## config.mk

```make
export PLATFORM = sky130hd
export DESIGN_NAME = calc_controller_flat
export DESIGN_NICKNAME = d
export VERILOG_FILES = /design/src/rtl/calc_controller_if.sv /design/src/rtl/calc_controller.sv /design/src/flat_wrapper.sv
export SDC_FILE = /design/constraint.sdc
export NUM_CORES = 1
export LEC_CHECK = 0
export BUFFER_PORTS_ARGS = -buffer_cell sky130_fd_sc_hd__buf_2
export CAP_MARGIN = 20
export CORE_ASPECT_RATIO = 0.5
export CORE_MARGIN = 5
export CORE_UTILIZATION = 45
export CTS_CLUSTER_SIZE = 40
export DETAILED_ROUTE_END_ITERATION = 7
export GPL_TIMING_DRIVEN = 0
export PLACE_DENSITY = 0.82
export SYNTH_ARGS = -nofsm -noshare
export SYNTH_HDL_FRONTEND = slang
export SYNTH_SLANG_ARGS = --single-unit
```

## constraint.sdc

```tcl
create_clock -name clock -period 1.39 [get_ports clock]
set_input_delay 0.139 -clock clock [delete_from_list [all_inputs] [get_ports clock]]
set_output_delay 0.139 -clock clock [all_outputs]
set_load 0.02 [all_outputs]
```

## src/rtl/calc_controller_if.sv

```systemverilog
// calc_controller_if: keypad handshake and arithmetic-unit bus for calc_controller.
//   master : controller side (drives key_ready, V1, V2, opcode, pulses, disp, err)
//   slave  : keypad / arithmetic-unit side (drives key_valid, key_code, answer, ovw_in)
// Sign-magnitude values are 17 bits: bit 16 sign, bits 15:0 magnitude.
interface calc_controller_if;
  logic        key_valid;
  logic [4:0]  key_code;
  logic        key_ready;
  logic [16:0] V1;
  logic [16:0] V2;
  logic [1:0]  opcode;
  logic        newop;
  logic        newhex;
  logic        eq;
  logic [16:0] answer;
  logic        ovw_in;
  logic [16:0] disp;
  logic        err;

  modport master (
    input  key_valid, key_code, answer, ovw_in,
    output key_ready, V1, V2, opcode, newop, newhex, eq, disp, err
  );

  modport slave (
    output key_valid, key_code, answer, ovw_in,
    input  key_ready, V1, V2, opcode, newop, newhex, eq, disp, err
  );
endinterface

```

## src/rtl/calc_controller.sv

```systemverilog
// calc_controller: keypad-driven hex calculator sequencer.
// Collects hex-digit operands and operator keys, presents entry (V1) and
// accumulator (V2) to an external arithmetic unit, and captures its answer
// one cycle after the eq pulse.
// Ports:
//   clock  - rising-edge clock
//   reset  - synchronous, active-high
//   bus    - calc_controller_if.master (key handshake, operands, opcode,
//            newop/newhex/eq pulses, answer/ovw_in, disp, err)
// Parameter: MAX_DIGITS - hex digits accepted per operand entry.
// Optional feature macro CALC_CHAIN_EN: an operator key during second-operand
// entry evaluates immediately and then loads that operator as the next opcode.
module calc_controller #(
  parameter int unsigned MAX_DIGITS = 4
) (
  input  logic              clock,
  input  logic              reset,
  calc_controller_if.master bus
);
  localparam int unsigned CW = $clog2(MAX_DIGITS + 1);

  typedef enum logic [2:0] {S_A, S_OP, S_B, S_EVAL, S_RES, S_ERR} state_t;

  state_t        r_state, w_state;
  logic [16:0]   r_entry, w_entry;
  logic [16:0]   r_acc, w_acc;
  logic [1:0]    r_opcode, w_opcode;
  logic [CW-1:0] r_count, w_count;
  logic          r_newop, w_newop;
  logic          r_newhex, w_newhex;
  logic          r_eq, w_eq;
`ifdef CALC_CHAIN_EN
  logic [1:0]    r_pend, w_pend;
  logic          r_chain, w_chain;
`endif

  logic w_digit, w_oper, w_equals, w_clear, w_neg, w_room;
  assign w_digit  = bus.key_valid && !bus.key_code[4];
  assign w_oper   = bus.key_valid && (bus.key_code inside {5'd16, 5'd17, 5'd18});
  assign w_equals = bus.key_valid && (bus.key_code == 5'd19);
  assign w_clear  = bus.key_valid && (bus.key_code == 5'd20);
  assign w_neg    = bus.key_valid && (bus.key_code == 5'd21);
  assign w_room   = 32'(r_count) < MAX_DIGITS;

  always_ff @(posedge clock) begin
    if (reset) begin
      r_state  <= S_A;
      r_entry  <= '0;
      r_acc    <= '0;
      r_opcode <= '0;
      r_count  <= '0;
      r_newop  <= 1'b0;
      r_newhex <= 1'b0;
      r_eq     <= 1'b0;
`ifdef CALC_CHAIN_EN
      r_pend   <= '0;
      r_chain  <= 1'b0;
`endif
    end else begin
      r_state  <= w_state;
      r_entry  <= w_entry;
      r_acc    <= w_acc;
      r_opcode <= w_opcode;
      r_count  <= w_count;
      r_newop  <= w_newop;
      r_newhex <= w_newhex;
      r_eq     <= w_eq;
`ifdef CALC_CHAIN_EN
      r_pend   <= w_pend;
      r_chain  <= w_chain;
`endif
    end
  end

  // Operator key codes 16/17/18 map directly onto opcode via key_code[1:0].
  always_comb begin
    w_state  = r_state;
    w_entry  = r_entry;
    w_acc    = r_acc;
    w_opcode = r_opcode;
    w_count  = r_count;
    w_newop  = 1'b0;
    w_newhex = 1'b0;
    w_eq     = 1'b0;
`ifdef CALC_CHAIN_EN
    w_pend   = r_pend;
    w_chain  = r_chain;
`endif
    if (w_clear) begin
      // Clear wins in every state, including over the S_EVAL capture.
      w_state  = S_A;
      w_entry  = '0;
      w_acc    = '0;
      w_opcode = '0;
      w_count  = '0;
      w_newop  = 1'b1;
    end else begin
      case (r_state)
        S_A, S_B: begin
          if (w_digit && w_room) begin
            w_entry  = {r_entry[16], r_entry[11:0], bus.key_code[3:0]};
            w_count  = r_count + CW'(1);
            w_newhex = 1'b1;
          end else if (w_neg && (r_entry[15:0] != '0)) begin
            w_entry[16] = ~r_entry[16];
            w_newhex    = 1'b1;
          end else if ((r_state == S_A) && w_oper) begin
            w_acc    = r_entry;
            w_opcode = bus.key_code[1:0];
            w_entry  = '0;
            w_count  = '0;
            w_newop  = 1'b1;
            w_state  = S_OP;
          end else if ((r_state == S_B) && w_equals) begin
            w_eq    = 1'b1;
            w_state = S_EVAL;
`ifdef CALC_CHAIN_EN
            w_chain = 1'b0;
          end else if ((r_state == S_B) && w_oper) begin
            w_eq    = 1'b1;
            w_state = S_EVAL;
            w_pend  = bus.key_code[1:0];
            w_chain = 1'b1;
`endif
          end
        end
        S_OP: begin
          if (w_digit) begin
            w_entry  = {13'd0, bus.key_code[3:0]};
            w_count  = CW'(1);
            w_newhex = 1'b1;
            w_state  = S_B;
          end else if (w_oper) begin
            w_opcode = bus.key_code[1:0];
            w_newop  = 1'b1;
          end
        end
        S_EVAL: begin
          if (bus.ovw_in) begin
            w_state = S_ERR;
          end else begin
            w_acc   = bus.answer;
            w_entry = '0;
            w_count = '0;
            w_state = S_RES;
`ifdef CALC_CHAIN_EN
            if (r_chain) begin
              w_opcode = r_pend;
              w_newop  = 1'b1;
              w_state  = S_OP;
            end
`endif
          end
        end
        S_RES: begin
          if (w_digit) begin
            w_entry  = {13'd0, bus.key_code[3:0]};
            w_count  = CW'(1);
            w_newhex = 1'b1;
            w_state  = S_A;
          end else if (w_oper) begin
            w_opcode = bus.key_code[1:0];
            w_newop  = 1'b1;
            w_state  = S_OP;
          end
        end
        S_ERR: ;
        default: w_state = S_A;
      endcase
    end
  end

  always_comb begin
    case (r_state)
      S_A, S_B:            bus.disp = r_entry;
      S_OP, S_RES, S_EVAL: bus.disp = r_acc;
      default:             bus.disp = '0;
    endcase
  end

  assign bus.key_ready = (r_state != S_EVAL);
  assign bus.err       = (r_state == S_ERR);
  assign bus.V1        = r_entry;
  assign bus.V2        = r_acc;
  assign bus.opcode    = r_opcode;
  assign bus.newop     = r_newop;
  assign bus.newhex    = r_newhex;
  assign bus.eq        = r_eq;
endmodule

```

## src/flat_wrapper.sv

```systemverilog
// flat-port wrapper written by rule: the top's interface ports become plain ports
module calc_controller_flat 
#(
  parameter int unsigned MAX_DIGITS = 4
)
  (clock, reset, bus_key_valid, bus_key_code, bus_answer, bus_ovw_in, bus_key_ready, bus_V1, bus_V2, bus_opcode, bus_newop, bus_newhex, bus_eq, bus_disp, bus_err);
  calc_controller_if bus_i ();
  input  logic clock;
  input  logic reset;
  input wire logic [$bits(bus_i.key_valid)-1:0] bus_key_valid;
  input wire logic [$bits(bus_i.key_code)-1:0] bus_key_code;
  input wire logic [$bits(bus_i.answer)-1:0] bus_answer;
  input wire logic [$bits(bus_i.ovw_in)-1:0] bus_ovw_in;
  output wire logic [$bits(bus_i.key_ready)-1:0] bus_key_ready;
  output wire logic [$bits(bus_i.V1)-1:0] bus_V1;
  output wire logic [$bits(bus_i.V2)-1:0] bus_V2;
  output wire logic [$bits(bus_i.opcode)-1:0] bus_opcode;
  output wire logic [$bits(bus_i.newop)-1:0] bus_newop;
  output wire logic [$bits(bus_i.newhex)-1:0] bus_newhex;
  output wire logic [$bits(bus_i.eq)-1:0] bus_eq;
  output wire logic [$bits(bus_i.disp)-1:0] bus_disp;
  output wire logic [$bits(bus_i.err)-1:0] bus_err;
  assign bus_i.key_valid = bus_key_valid;
  assign bus_i.key_code = bus_key_code;
  assign bus_i.answer = bus_answer;
  assign bus_i.ovw_in = bus_ovw_in;
  assign bus_key_ready = bus_i.key_ready;
  assign bus_V1 = bus_i.V1;
  assign bus_V2 = bus_i.V2;
  assign bus_opcode = bus_i.opcode;
  assign bus_newop = bus_i.newop;
  assign bus_newhex = bus_i.newhex;
  assign bus_eq = bus_i.eq;
  assign bus_disp = bus_i.disp;
  assign bus_err = bus_i.err;
  calc_controller #(.MAX_DIGITS(MAX_DIGITS)) u_core (.clock(clock), .reset(reset), .bus(bus_i));
endmodule
```

* Yosys cells after proc, flatten, opt, wreduce, memory -nomap -nowiden *
Cells that the tools add are included.

cells by class
  $add $sub $neg = 1
  order comparisons = 1
  equality and inequality tests = 25
  mux-type cells = 46
  bitwise operators = 3
  reductions and logical operators = 26

operator list
  kind                                                                   number
  17-bit 2-to-1 mux                                                      8
  17-bit case mux with 2 select lines                                    2
  17-bit case mux with 3 select lines                                    1
  3-bit 2-to-1 mux                                                       12
  5-bit equality test, second input constant                             6
  16-bit 2-to-1 mux                                                      1
  16-bit nonzero test                                                    1
  3-bit case mux with 5 select lines                                     1
  5-bit AND reduction                                                    3
  1-bit 2-to-1 mux                                                       12
  3-bit by 1-bit != test with 1-bit output, second input constant        4
  6-bit AND reduction                                                    2
  2-bit 2-to-1 mux                                                       5
  1-bit logical AND                                                      9
  3-bit case mux with 3 select lines                                     1
  2-bit by 1-bit != test with 1-bit output, second input constant        4
  2-bit != test, second input constant                                   4
  3-bit by 2-bit equality test with 1-bit output, second input constant  2
  3-bit equality test, second input constant                             2
  3-bit by 2-bit != test with 1-bit output, second input constant        2
  3-bit nonzero test                                                     2
  2-bit OR reduction                                                     3
  6-bit OR reduction                                                     1
  1-bit case mux with 2 select lines                                     2
  9 further kinds                                                        12

word-level totals
  register bits after elaboration = 45
  input port bits = 26
  output and inout bits = 58
  word-level logic and storage cells = 111

* Depth between registers and ports, before layout *
  depth after elaboration = 9
  mapped depth = 9
  mapped depth without buffers = 5

* Worst setup path after synthesis *
OpenSTA, ideal clock, no wires.

  kind = register to output
  start = register u_core.r_state[0]
  end = output port bus_disp[4]
  data arrival time = 1.585 ns
  data required time = 1.251 ns
  path slack = -0.334 ns
  cell stages (with the launch flop) = 7
  path buffers = 3
  cells stage by stage = dfxtp_1 > buf_6 > clkbuf_1 > nor2_1 > buf_2 > nand2_1 > a21oi_1

between the ends
  word-level cells in the longest chain between the ends = 3
  elaborated cells on any way between the ends = 8
  classes of those cells = eq/ne (4); mux (1); reduce/logical (3)

RTL lines
  what                                                                    RTL line                text
  start: declaration                                                      calc_controller.sv:24   state_t r_state, w_state;
  start signal: assignment                                                calc_controller.sv:60   r_state <= w_state;
  3-bit by 1-bit equality test with 1-bit output (tied with other cells)  calc_controller.sv:174  case (r_state)
  3-bit OR reduction or 2-bit OR reduction (tied branches)                calc_controller.sv:174
  17-bit case mux with 2 select lines (*)                                 calc_controller.sv:174
  end: declaration                                                        flat_wrapper.sv:21      output wire logic [$bits(bus_i.disp)-1:0] bus_disp;

Every way passes the cells marked *; elsewhere a longest branch is shown, timed or not.

* Worst setup path after layout *
  start = register u_core.r_state[1]
  end = register u_core.r_entry[8] (netlist: u_core.bus.V1[8])

between the ends
  word-level cells in the longest chain between the ends = 4
  elaborated cells on any way between the ends = 15
  classes of those cells = eq/ne (8); mux (1); reduce/logical (6)

RTL lines
  what                                                                               RTL line               text
  3-bit by 2-bit equality test with 1-bit output (tied with other cells)             calc_controller.sv:98  case (r_state)
  2-bit OR reduction (tied with other cells)                                         calc_controller.sv:98
  3-bit by 2-bit != test with 1-bit output (no source line) (tied with other cells)  -
  5-bit AND reduction (no source line)                                               -
  end signal: assignment                                                             calc_controller.sv:61  r_entry <= w_entry;
  end: declaration                                                                   calc_controller.sv:25  logic [16:0] r_entry, w_entry;

Several ways; a longest one is shown, not always the timed one.
A chain may end at the register's enable or synchronous reset.

==> impl_metrics.tcl <==
set metrics [dict create \
    post_synth_num_cell_types 38 \
    synth.ff_latch_count 45 \
    peakVddDrop_mv 0.528 \
    largest_net_degree_at_the_start_of_global_routing 14 \
    drc 0 \
    path_common_cell "sky130_fd_sc_hd__buf_8" \
    layout.cell_area.non_filler_um2 4480 \
    clock_tree_from_tritoncts "done" \
    yosysTopAreaCell "sky130_fd_sc_hd__dfxtp_1" \
    crit_path_end_kind "flip-flop" \
    clk-insertion-delay-late_ns 0.31 \
    die_height_um 62.4 \
    layout-drive-gt1-share_pct 66.7 \
    postSynthAreaPerCell_um2 8.12 \
    slew_violations 0 \
    yosysSeqAreaShare_pct 36.5 \
    fmax_ghz 0.546 \
    syn_nets 331 \
    most_common_flop_cell_mapped_by_yosys "sky130_fd_sc_hd__dfxtp_1" \
    cts.sink_count 45 \
    grt_util_all_layers_pct 26.4 \
    grt_first_pass_wirelength_um 15100 \
    tritoncts.num_buffers 5 \
    path_buf_inv 3 \
    vias 3276 \
    core_area_um2 5400 \
    cts_root_buf "sky130_fd_sc_hd__clkbuf_8" \
    hold_viol_final 0 \
    cell_breakdown_of_the_critical_path "buf_6, or3b_4, a21oi_4, o2bb2ai_4, buf_8, buf_8, nand3_2, o21ai_1" \
    starting_density_of_the_core_pct 45.8 \
    clock_transition_at_path_regs_ns 0.09 \
    timing_worst_setup_path_type "reg2reg" \
    synthToLayoutAreaGrowth_pct 81.4 \
    worst_setup_path_start_kind "flip-flop" \
    per_cell_routed_wire_length_um 23.2 \
    final.setup.worst_slack_ns -0.440 \
    firstDrtPassIters 7 \
    final_common_cell "sky130_fd_sc_hd__buf_2" \
    outcome "complete, but fails checks" \
    final_antenna_violating_net_count 0 \
    final.fill_count 263 \
    crit_family "simple AND/OR/NAND/NOR gates" \
    report.final.setup_viol 58 \
    min_period_over_period_pct 132 \
    number_of_global_route_vias_before_repair 2935 \
    routed_wirelength_um 11800 \
    timing_worst_slew_pin_value_ns 0.462 \
    placed_area_um2 3150 \
    die_w_um 115 \
    num_rows 19 \
    antenna_violations_before_repair 0 \
    top_level_ports 84 \
    worst_relative_slew_slack_pct 69.1 \
    synth.top_cell.area_share_pct 36.5 \
    vias_per_cell 6.45 \
    grt_overflow_total 0 \
    dieArea_um2 7160 \
    pwr_density_cell_nw_per_um2 643 \
    crit_path_max_cell_delay_ns 0.43 \
    dpl.hpwl_um 5480 \
    htree_levels 2 \
    critPathArrivalTime_ns 2.02 \
    synth_top_cells_by_area "sky130_fd_sc_hd__dfxtp_1, sky130_fd_sc_hd__nand2_1, sky130_fd_sc_hd__mux2i_1" \
    cp_max_fo 8 \
    cts-root-to-sink-buffers 2 \
    post_syn_area_um2 2470 \
    number_of_synthesized_flops_with_an_enable_pin 0 \
    violations "negative setup slack" \
    fin_util_pct 83.0 \
    synthesis.instances 304 \
    clock-skew-final_ns 0.00921 \
    ys_warn_count 0 \
    clock_period_minus_worst_slack_ns 1.83 \
    num-nets-final 461 \
    first_iter_violations 314 \
    final_cell_mix "sky130_fd_sc_hd__buf_2, sky130_fd_sc_hd__nand2_1, sky130_fd_sc_hd__dfxtp_1" \
    fin_setup_tns_ns -17.21 \
    required_ns 1.58 \
    async_flop_share_pct 0 \
    rsz0062_at_grt "true" \
    crit_path_max_delay_cell_type "sky130_fd_sc_hd__or3b_4" \
    diodes 0 \
    hp-class "in2reg" \
    max_cap_violations 0 \
    port-buffer-count 83 \
    routabilityCongestion 0.831 \
    static_leak_uw 0.00189 \
]
==> sequential cells by signal, summed over array words and instances, names as in the netlist <==
register / flops
u_core.bus.V1: 17
u_core.bus.V2: 17
u_core.r_count: 3
u_core.r_state: 3
u_core.bus.opcode: 2
u_core.bus.eq: 1
u_core.bus.newhex: 1
u_core.bus.newop: 1
==> worst reg2reg max path: cells and delay by family (launching register included) <==
family	cells	cell delay (ns)
AOI/OAI and AO/OA	3	0.41
buffers and inverters	3	0.42
DFF	1	0.37
and+or+nand+nor	2	0.52
==> repair_timing <==
item                                    4_1_cts  5_1_grt
buffers inserted                             27       10
pin swaps                                    28       41
endpoints found under the setup margin       60       63
hold buffers                                  0        0
gates cloned                                  5        1
gates resized for setup                     149       95
hold endpoints to repair                      0        0
==> final timing paths <==
kind                                                      from                             end  slack [ns]  cells after the start
worst max-delay path            u_core.r_state[1]$_SDFFE_PP0P_   u_core.bus.V1[8]$_SDFFE_PP0P_       -0.44                      8
worst min-delay path                                     reset     u_core.bus.newop$_SDFF_PP0_        0.05                      2
worst max register to register  u_core.r_state[1]$_SDFFE_PP0P_   u_core.bus.V1[8]$_SDFFE_PP0P_       -0.44                      8
worst min register to register  u_core.r_count[1]$_SDFFE_PP0P_  u_core.r_count[1]$_SDFFE_PP0P_        0.50                      2
==> layer usage <==
layer	global-route usage, %	up-vias	wire length [um]
met5	0	-	0
met4	8.78	0	758
met3	5.22	88	1200
met2	46.1	290	5530
met1	32.6	1552	4280
li1	-	1346	-
==> cells by family after synthesis <==
family	Yosys count	synth area share, %
and+or+nand+nor	132	25.7
AOI/OAI and AO/OA	82	22.1
DFF	45	36.5
buffers and inverters	24	7.04
muxes	20	8.11
adders and majority gates	1	0.507
==> area by class of cell <==
type,count,area (um^2),area share (%)
Clock inverter,1,7.51,0.168
Clock buffer,7,76.3,1.70
Sequential cell,45,932,20.8
Tap cell,73,91.3,2.04
Timing Repair Buffer,125,991,22.1
Buffer,21,297,6.62
Multi-Input combinational cell,235,2080,46.4
Inverter,1,7.51,0.168
==> power by group <==
group	internal, uW	total (uW)	switching, uW
Combinational	304	688	383
Clock	357	840	483
Sequential	1310	1350	44.3
Total	1970	2880	910
==> Yosys cell counts (3+ instances only) <==
master	number
sky130_fd_sc_hd__a211oi_1	15
sky130_fd_sc_hd__a211oi_2	3
sky130_fd_sc_hd__a21o_1	4
sky130_fd_sc_hd__a21oi_1	26
sky130_fd_sc_hd__and3_1	3
sky130_fd_sc_hd__buf_2	7
sky130_fd_sc_hd__buf_4	4
sky130_fd_sc_hd__buf_6	8
sky130_fd_sc_hd__clkbuf_1	4
sky130_fd_sc_hd__dfxtp_1	45
sky130_fd_sc_hd__mux2i_1	20
sky130_fd_sc_hd__nand2_1	59
sky130_fd_sc_hd__nand2b_1	4
sky130_fd_sc_hd__nand3_1	21
sky130_fd_sc_hd__nand3b_1	3
sky130_fd_sc_hd__nor2_1	23
sky130_fd_sc_hd__nor4_1	4
sky130_fd_sc_hd__o21ai_0	14
sky130_fd_sc_hd__o21ai_1	7
sky130_fd_sc_hd__o21ai_2	5
==> metrics by stage <==
stage / worst slack, ns / cells / hold slack, ns / total power [uW]
after detailed placement: -0.367 / 460 / 0.367 / 1780
after floorplan: -0.0453 / 304 / 0.208 / 1640
final: -0.440 / 508 / 0.0475 / 2880
after global routing: -0.481 / 508 / 0.0438 / 2960
after CTS: -0.345 / 500 / 0.0543 / 2740
after global placement: -0.362 / 460 / 0.366 / 1770
No activity file was read; power rests on OpenSTA's default activity.
